### config.mk
export PLATFORM = sky130hd
export DESIGN_NAME = gate_vector_seq
export DESIGN_NICKNAME = d
export VERILOG_FILES = /design/src/rtl/gate_vector_seq_pkg.sv /design/src/rtl/gate_vector_seq_ref_model.sv /design/src/rtl/gate_vector_seq.sv
export SDC_FILE = /design/constraint.sdc
export NUM_CORES = 1
export LEC_CHECK = 0
export ABC_AREA = 1
export BUFFER_PORTS_ARGS = -buffer_cell sky130_fd_sc_hd__buf_4
export CAP_MARGIN = 20
export CORE_ASPECT_RATIO = 1.5
export CORE_MARGIN = 4
export CORE_UTILIZATION = 50
export DETAILED_ROUTE_END_ITERATION = 10
export GPL_TIMING_DRIVEN = 1
export HOLD_SLACK_MARGIN = 0.1
export PLACE_DENSITY_LB_ADDON = 0.3
export SYNTH_ARGS = -nofsm -noshare
export SYNTH_HDL_FRONTEND = slang
export SYNTH_HIERARCHICAL = 1
export SYNTH_SLANG_ARGS = --single-unit
### constraint.sdc
create_clock -name clk -period 2.99 [get_ports clk]
set_input_delay 0.299 -clock clk [delete_from_list [all_inputs] [get_ports clk]]
set_output_delay 0.299 -clock clk [all_outputs]
set_load 0.01 [all_outputs]
### src/rtl/gate_vector_seq_pkg.sv
// Shared types and helpers for the gate_vector_seq stimulus sequencer.
// Holds the sequencer state encoding, vector count, the bit positions of the
// five gate outputs and the golden truth table for the andgate block.
package gate_seq_pkg;

    typedef enum logic [1:0] {
        IDLE  = 2'd0,
        DRIVE = 2'd1,
        DONE  = 2'd2
    } seq_state_t;

    localparam int NUM_VEC = 4;

    // Bit positions inside the packed {z,f,h,k,b} gate-output vector
    localparam int BIT_Z = 4;
    localparam int BIT_F = 3;
    localparam int BIT_H = 2;
    localparam int BIT_K = 1;
    localparam int BIT_B = 0;

    // Golden outputs of the andgate block for one input pair
    function automatic logic [4:0] gate_expected(input logic x, input logic y);
        logic       a;
        logic [4:0] e;
        a        = x & y;
        e        = '0;
        e[BIT_Z] = a;
        e[BIT_F] = ~a;
        e[BIT_H] = ~a;
        e[BIT_K] = a;
        e[BIT_B] = a;
        return e;
    endfunction

endpackage

### src/rtl/gate_vector_seq_ref_model.sv
// Combinational reference check for one applied vector.
// Compares the observed five gate outputs with the golden truth table and
// flags any difference as a single mismatch bit.
module gate_ref_model
    import gate_seq_pkg::*;
(
    input  logic       x,
    input  logic       y,
    input  logic [4:0] observed,
    output logic       mismatch
);

    logic [4:0] expected;

    assign expected = gate_expected(x, y);
    assign mismatch = (observed != expected);

endmodule

### src/rtl/gate_vector_seq.sv
// Stimulus sequencer for the andgate block.
// Walks x/y through 00, 01, 10, 11 holding each for DWELL cycles, checks the
// five gate outputs in the last cycle of every dwell, and reports a per-vector
// fail mask, a failing-vector count and an overall pass flag.
module gate_vector_seq
    import gate_seq_pkg::*;
#(
    parameter int DWELL = 10
) (
    input  logic       clk,
    input  logic       rst_n,
    input  logic       start,
    output logic       x,
    output logic       y,
    input  logic       z_and,
    input  logic       k_and,
    input  logic       b_and,
    input  logic       f_nand,
    input  logic       h_nand,
    output logic       busy,
    output logic       done,
    output logic       pass,
    output logic [2:0] err_cnt,
    output logic [3:0] fail_vec
);

    localparam int CNT_W = (DWELL > 1) ? $clog2(DWELL) : 1;
    localparam int VEC_W = $clog2(NUM_VEC);

    localparam logic [CNT_W-1:0] CNT_LAST = CNT_W'(DWELL - 1);
    localparam logic [VEC_W-1:0] VEC_LAST = VEC_W'(NUM_VEC - 1);

    seq_state_t       state;
    logic [VEC_W-1:0] vec;
    logic [CNT_W-1:0] cnt;
    logic [4:0]       observed;
    logic             mismatch;

    // Gate outputs packed in {z,f,h,k,b} order to line up with gate_expected
    assign observed = {z_and, f_nand, h_nand, k_and, b_and};

    gate_ref_model u_ref (
        .x        (x),
        .y        (y),
        .observed (observed),
        .mismatch (mismatch)
    );

    // Sequencer FSM: vector/dwell counters, registered gate drive and results
    always_ff @(posedge clk) begin
        if (!rst_n) begin
            state    <= IDLE;
            vec      <= '0;
            cnt      <= '0;
            x        <= 1'b0;
            y        <= 1'b0;
            busy     <= 1'b0;
            done     <= 1'b0;
            pass     <= 1'b0;
            err_cnt  <= '0;
            fail_vec <= '0;
        end else begin
            case (state)
                IDLE, DONE: begin
                    if (start) begin
                        state    <= DRIVE;
                        vec      <= '0;
                        cnt      <= '0;
                        x        <= 1'b0;
                        y        <= 1'b0;
                        busy     <= 1'b1;
                        done     <= 1'b0;
                        pass     <= 1'b0;
                        err_cnt  <= '0;
                        fail_vec <= '0;
                    end
                end
                DRIVE: begin
                    if (cnt == CNT_LAST) begin
                        cnt <= '0;
                        if (mismatch) begin
                            fail_vec[vec] <= 1'b1;
                            err_cnt       <= err_cnt + 3'd1;
                        end
                        if (vec == VEC_LAST) begin
                            state <= DONE;
                            vec   <= '0;
                            x     <= 1'b0;
                            y     <= 1'b0;
                            busy  <= 1'b0;
                            done  <= 1'b1;
                            pass  <= !mismatch && (err_cnt == 3'd0);
                        end else begin
                            vec      <= vec + VEC_W'(1);
                            {x, y}   <= vec + VEC_W'(1);
                        end
                    end else begin
                        cnt <= cnt + CNT_W'(1);
                    end
                end
                default: begin
                    state <= IDLE;
                end
            endcase
        end
    end

endmodule

-- After elaboration in Yosys (flattened, before gate mapping)
Index checks and enable logic that the tools add are counted.
- bitwise operators: 3
- reductions and logical operators: 12
- equal/unequal tests: 9
- order comparisons: 2
- add/sub/neg operators: 3
- mux-type cells: 37
- operators by type and width (kind ; number):
    $mux 4 ; 4
    $pmux 4 s2 ; 2
    $mux 1 ; 13
    $mux 2 ; 6
    $pmux 1 s2 ; 5
    $mux 3 ; 3
    $ne 2x2->1 const B ; 4
    $pmux 2 s2 ; 2
    $reduce_and 4->1 ; 2
    $pmux 3 s2 ; 1
    $reduce_and 3->1 ; 2
    $ne 5x5->1 ; 1
    $add 4x1->4 const B ; 1
    $eq 2x2->1 const B ; 2
    $eq 4x4->1 const B ; 1
    $or 4x4->4 ; 1
    $add 3x1->3 const B ; 1
    $logic_not 3->1 ; 1
    $lt 2x3->1 const B ; 1
    $add 2x1->2 const B ; 1
    $demux 1 s2 ; 1
    $eq 2x1->1 const B ; 1
    $ge 2x1->1 const B ; 1
    $logic_and 1x1->1 ; 2
    other kinds (7) ; 7
- input port bits: 8
- register bits: 20
- output and inout port bits: 12
- logic and storage cells: 76

-- Longest topological paths before layout
- depth in word-level cells: 8
- gate-level depth with buffers: 11
- gate-level depth less buffers: 11

-- Hierarchy
Netlist, hierarchy kept.
- by module, submodules not included (module ; times used ; area each (µm²) ; cells each ; seq. area each (µm²)):
    gate_vector_seq ; 1 ; 937.1 ; 123 ; 360.3
    gate_ref_model ; 1 ; 57.6 ; 13 ; 0.0

-- Least setup slack after synthesis
Ideal clock, no wire load.
- kind: flip-flop to flip-flop
- start: register vec[0] (netlist name)
- end: register err_cnt[0]
- slack: 1.574 ns
- buffers on the path: 0
- arrival time: 1.303 ns
- period minus slack after synthesis: 1.416 ns
- cell stages (with the launch flop): 12
- cells stage by stage: dfxtp_1 > nand2_1 > inv_1 > nand2_1 > nor2_1 > nor2_1 > inv_1 > nand3_1 > nand3_1 > nand2_1 > nand2_1 > nor2_1
- RTL lines (what ; RTL line ; text):
    to (signal assigned) ; gate_vector_seq.sv:83 ; err_cnt <= err_cnt + 3'd1;
    to (decl) ; gate_vector_seq.sv:23 ; output logic [2:0] err_cnt,

==> flow_results.xml <==
<?xml version="1.0" encoding="UTF-8"?>
<metrics>
  <group name="clock_tree">
    <metric name="cts_post_setup_buffers_inserted" unit="">0</metric>
    <metric name="cts-resized-gates" unit="">0</metric>
    <metric name="clk_latency_worst_skew_pair" unit="ns">0.31</metric>
    <metric name="worst_setup_hold_path_clk_slew" unit="ns">0.11</metric>
    <metric name="cts_tree" unit="">yes</metric>
    <metric name="holdBufCountCts" unit="">0</metric>
    <metric name="number_of_buffers_created_by_cts" unit="">3</metric>
    <metric name="htreeDepth" unit="">1</metric>
    <metric name="clockBufferDepth" unit="">2</metric>
    <metric name="cts.sinks" unit="">18</metric>
    <metric name="cts_root_buffer" unit="">clkbuf_4</metric>
  </group>
  <group name="synthesis">
    <metric name="synth_cell_area" unit="um2">995</metric>
    <metric name="post_synth_top_area_share" unit="%">36.2</metric>
    <metric name="synth.area.top_cells" unit="">dfxtp_1, ha_1, inv_1</metric>
    <metric name="synth_cells" unit="">136</metric>
    <metric name="synthesis.area_per_instance" unit="um2">7.31</metric>
    <metric name="yosys_register_bits" unit="">18</metric>
    <metric name="ys.flop_type" unit="">dfxtp_1</metric>
    <metric name="synth.lib_cells_used.distinct" unit="">23</metric>
    <metric name="synth_enable_flop_cells" unit="">0</metric>
    <metric name="synth.net_count" unit="">152</metric>
    <metric name="ys_warn_count" unit="">6</metric>
    <metric name="synth_async_sr_flop_share" unit="%">0</metric>
    <metric name="seq_area_frac_synth" unit="%">36.2</metric>
    <metric name="synth_area_leader_cell" unit="">dfxtp_1</metric>
  </group>
  <group name="status">
    <metric name="status" unit="">completed</metric>
  </group>
  <group name="detailed_routing">
    <metric name="route.vias.total" unit="">930</metric>
    <metric name="viasPerCell" unit="">5.25</metric>
    <metric name="postRouteAntennaNets" unit="">0</metric>
    <metric name="wl_per_cell" unit="um">11.9</metric>
    <metric name="detailedRoute.firstIterationViolations" unit="">23</metric>
    <metric name="remaining_drc_errors" unit="">0</metric>
    <metric name="detailedRoute.firstPassIterationCount" unit="">5</metric>
    <metric name="finalWirelength" unit="um">2110</metric>
  </group>
  <group name="critical_path">
    <metric name="cp_slowest_stage_delay" unit="ns">0.46</metric>
    <metric name="setup_crit_path_kind" unit="">reg2reg</metric>
    <metric name="critPathMaxFanout" unit="">7</metric>
    <metric name="cp_cell_sequence" unit="">nand2_1 -&gt; inv_1 -&gt; nand2_1 -&gt; nor2_1 -&gt; nor2_1 -&gt; inv_1 -&gt; nand3_1 -&gt; nand3_1 -&gt; nand2_1 -&gt; nand2_1 -&gt; nor2_1</metric>
    <metric name="critical_path_buf_inv_count" unit="">2</metric>
    <metric name="worstPathRequired" unit="ns">3.21</metric>
    <metric name="crit_path_end_kind" unit="">flop</metric>
    <metric name="critPathSlowestCell" unit="">dfxtp_1</metric>
    <metric name="cpMostUsedCell" unit="">nand2_1</metric>
    <metric name="arrival" unit="ns">1.81</metric>
    <metric name="critical_path.startpoint_type" unit="">flop</metric>
    <metric name="kind_of_cell_with_the_highest_combined_delay_on_the_critical_path" unit="">simple AND/OR/NAND/NOR gates</metric>
  </group>
  <group name="floorplanning">
    <metric name="die_y" unit="um">62.6</metric>
    <metric name="fp.dieArea" unit="um2">2780</metric>
    <metric name="initial_core_utilization" unit="%">53.6</metric>
    <metric name="floorplan.io_pins" unit="">20</metric>
    <metric name="floorplan.die.width" unit="um">44.4</metric>
    <metric name="fp.coreArea" unit="um2">1850</metric>
    <metric name="rows" unit="">19</metric>
  </group>
  <group name="grt">
    <metric name="grt_usage" unit="%">16.4</metric>
    <metric name="number_of_global_route_vias_before_repair" unit="">870</metric>
    <metric name="largest_net_degree_at_the_start_of_global_routing" unit="">16</metric>
    <metric name="grt_overflow_total" unit="">0</metric>
    <metric name="grt_pass1_wl" unit="um">3580</metric>
    <metric name="antenna_found_initial" unit="">0</metric>
  </group>
  <group name="sta">
    <metric name="rsz_0062_raised_after_global_routing" unit="">false</metric>
    <metric name="timing.clock.skew" unit="ns">0.00698</metric>
    <metric name="final.setup.tns" unit="ns">0</metric>
    <metric name="post-route-worst-setup-slack" unit="ns">1.40</metric>
    <metric name="setup_violations" unit="">0</metric>
    <metric name="whs" unit="ns">0.261</metric>
    <metric name="final_min_period_over_clock_period" unit="%">53.3</metric>
    <metric name="worstMarginPinSlew" unit="ns">0.297</metric>
    <metric name="timing_max_transition_violations_final" unit="">0</metric>
    <metric name="fin_crit" unit="ns">1.59</metric>
    <metric name="timing.slew.headroom" unit="%">80.1</metric>
    <metric name="achievable-frequency" unit="MHz">628</metric>
    <metric name="finalHoldViolations" unit="">0</metric>
  </group>
  <group name="power_and_ir_drop">
    <metric name="pwr_density_cell" unit="nW/um2">462</metric>
    <metric name="pwr-share-comb" unit="%">22.2</metric>
    <metric name="static-leakage-power" unit="uW">0.000556</metric>
    <metric name="max-vdd-ir-drop" unit="uV">334</metric>
    <metric name="sequential_share_of_power" unit="%">49.0</metric>
    <metric name="p_switching" unit="uW">167</metric>
    <metric name="power.switching_fraction" unit="%">30.8</metric>
    <metric name="pwr-share-clk" unit="%">28.7</metric>
    <metric name="p_int" unit="uW">376</metric>
  </group>
  <group name="final_layout">
    <metric name="final_core_utilization" unit="%">63.4</metric>
    <metric name="drive_gt1_share" unit="%">21.8</metric>
    <metric name="nets" unit="">173</metric>
    <metric name="area_growth_syn_to_layout" unit="%">18.2</metric>
    <metric name="antenna_cells" unit="">0</metric>
  </group>
  <group name="place">
    <metric name="hpwlAfterDp" unit="um">1620</metric>
    <metric name="place_ws" unit="ns">1.44</metric>
    <metric name="place.port_buffers" unit="">19</metric>
    <metric name="finalWeightedCongestion" unit="">0.839</metric>
  </group>
  <group name="job">
    <metric name="maxCapViolCount" unit="">0</metric>
  </group>
  <group name="worst_hold_path">
    <metric name="hold_path_class" unit="">in2reg</metric>
  </group>
</metrics>
==> metrics by stage <==
step | total power (uW) | area [um2] | cells
floorplan | 354 | 995 | 136
global placement | 386 | 1140 | 173
detailed placement | 392 | 1140 | 173
CTS | 544 | 1180 | 177
global route | 567 | 1180 | 177
finish | 544 | 1180 | 177
==> final cells by class <==
class                   count  area [um2]
fillers                   179         678
flip-flops and latches     18         360
multi-input cells          88         509
repair buffers             19         143
inverters                  27         101
clock buffers               4        36.3
well taps                  21        26.3
==> cell usage in the layout, fill, tap and decap left out, drive strengths merged, types with 4 or more instances in the layout <==
cell type	synthesis	layout
ha	8	8
buf	3	19
nand2	29	29
nor2	16	16
inv	27	27
clkbuf	0	4
a21oi	11	11
nand4	9	9
dfxtp	18	18
nand3	8	8
==> power groups by stage <==
stage,Sequential (uW),Combinational (uW),Clock [uW]
2_1_floorplan,275,79.5,0
3_3_place_gp,271,115,0
3_5_place_dp,272,120,0
4_1_cts,267,121,156
5_1_grt,269,136,162
6_report,267,121,156
==> sequential cells by signal (all words and copies together), names as in the netlist <==
name      count
done          1
pass          1
state         2
cnt           4
busy          1
fail_vec      4
vec           2
err_cnt       3
==> metal layers <==
layer	part of all wire, %	GRT usage [%]	up-vias	wire (um)
li1	-	-	471	-
met1	38	18.2	431	811
met2	54	28.6	21	1140
met3	4.9	2.31	7	103
met4	2.9	8.30	0	61
met5	0	0	-	0
==> cells in the mapped netlist, types with 2 or more instances <==
cell type  number
nand3b_1        2
nor2_1         12
nand2_2         3
dfxtp_1        18
inv_1          26
nand3_1         8
a21oi_1        11
nand4_1         8
ha_1            8
nor2_2          3
nand2_1        25
==> tightest hold or removal path, cell delays in order <==
cell,delay (ns)
buf_4,0.09
nor2_1,0.03
nand2_1,0.04
a21oi_1,0.06
==> final timing paths <==
path / startpoint / end / slack, ns / cells past startpoint
worst max-delay path: vec[0] / err_cnt[1] / 1.40 / 11
worst min-delay path: start / state[1] / 0.26 / 4
worst max register to register: vec[0] / err_cnt[1] / 1.40 / 11
worst min register to register: fail_vec[0] / fail_vec[0] / 0.45 / 2
==> kinds of logic after synthesis <==
kind of cell / after synthesis / synth area share [%]
DFF: 18 / 36.2
and+or+nand+nor: 65 / 32.3
adders and majority gates: 8 / 10.1
xor gates and xnor gates: 1 / 0.881
buffers and inverters: 30 / 12.6
AOI/OAI and AO/OA: 14 / 7.92
Note: power is estimated with default switching activity, not from simulation.
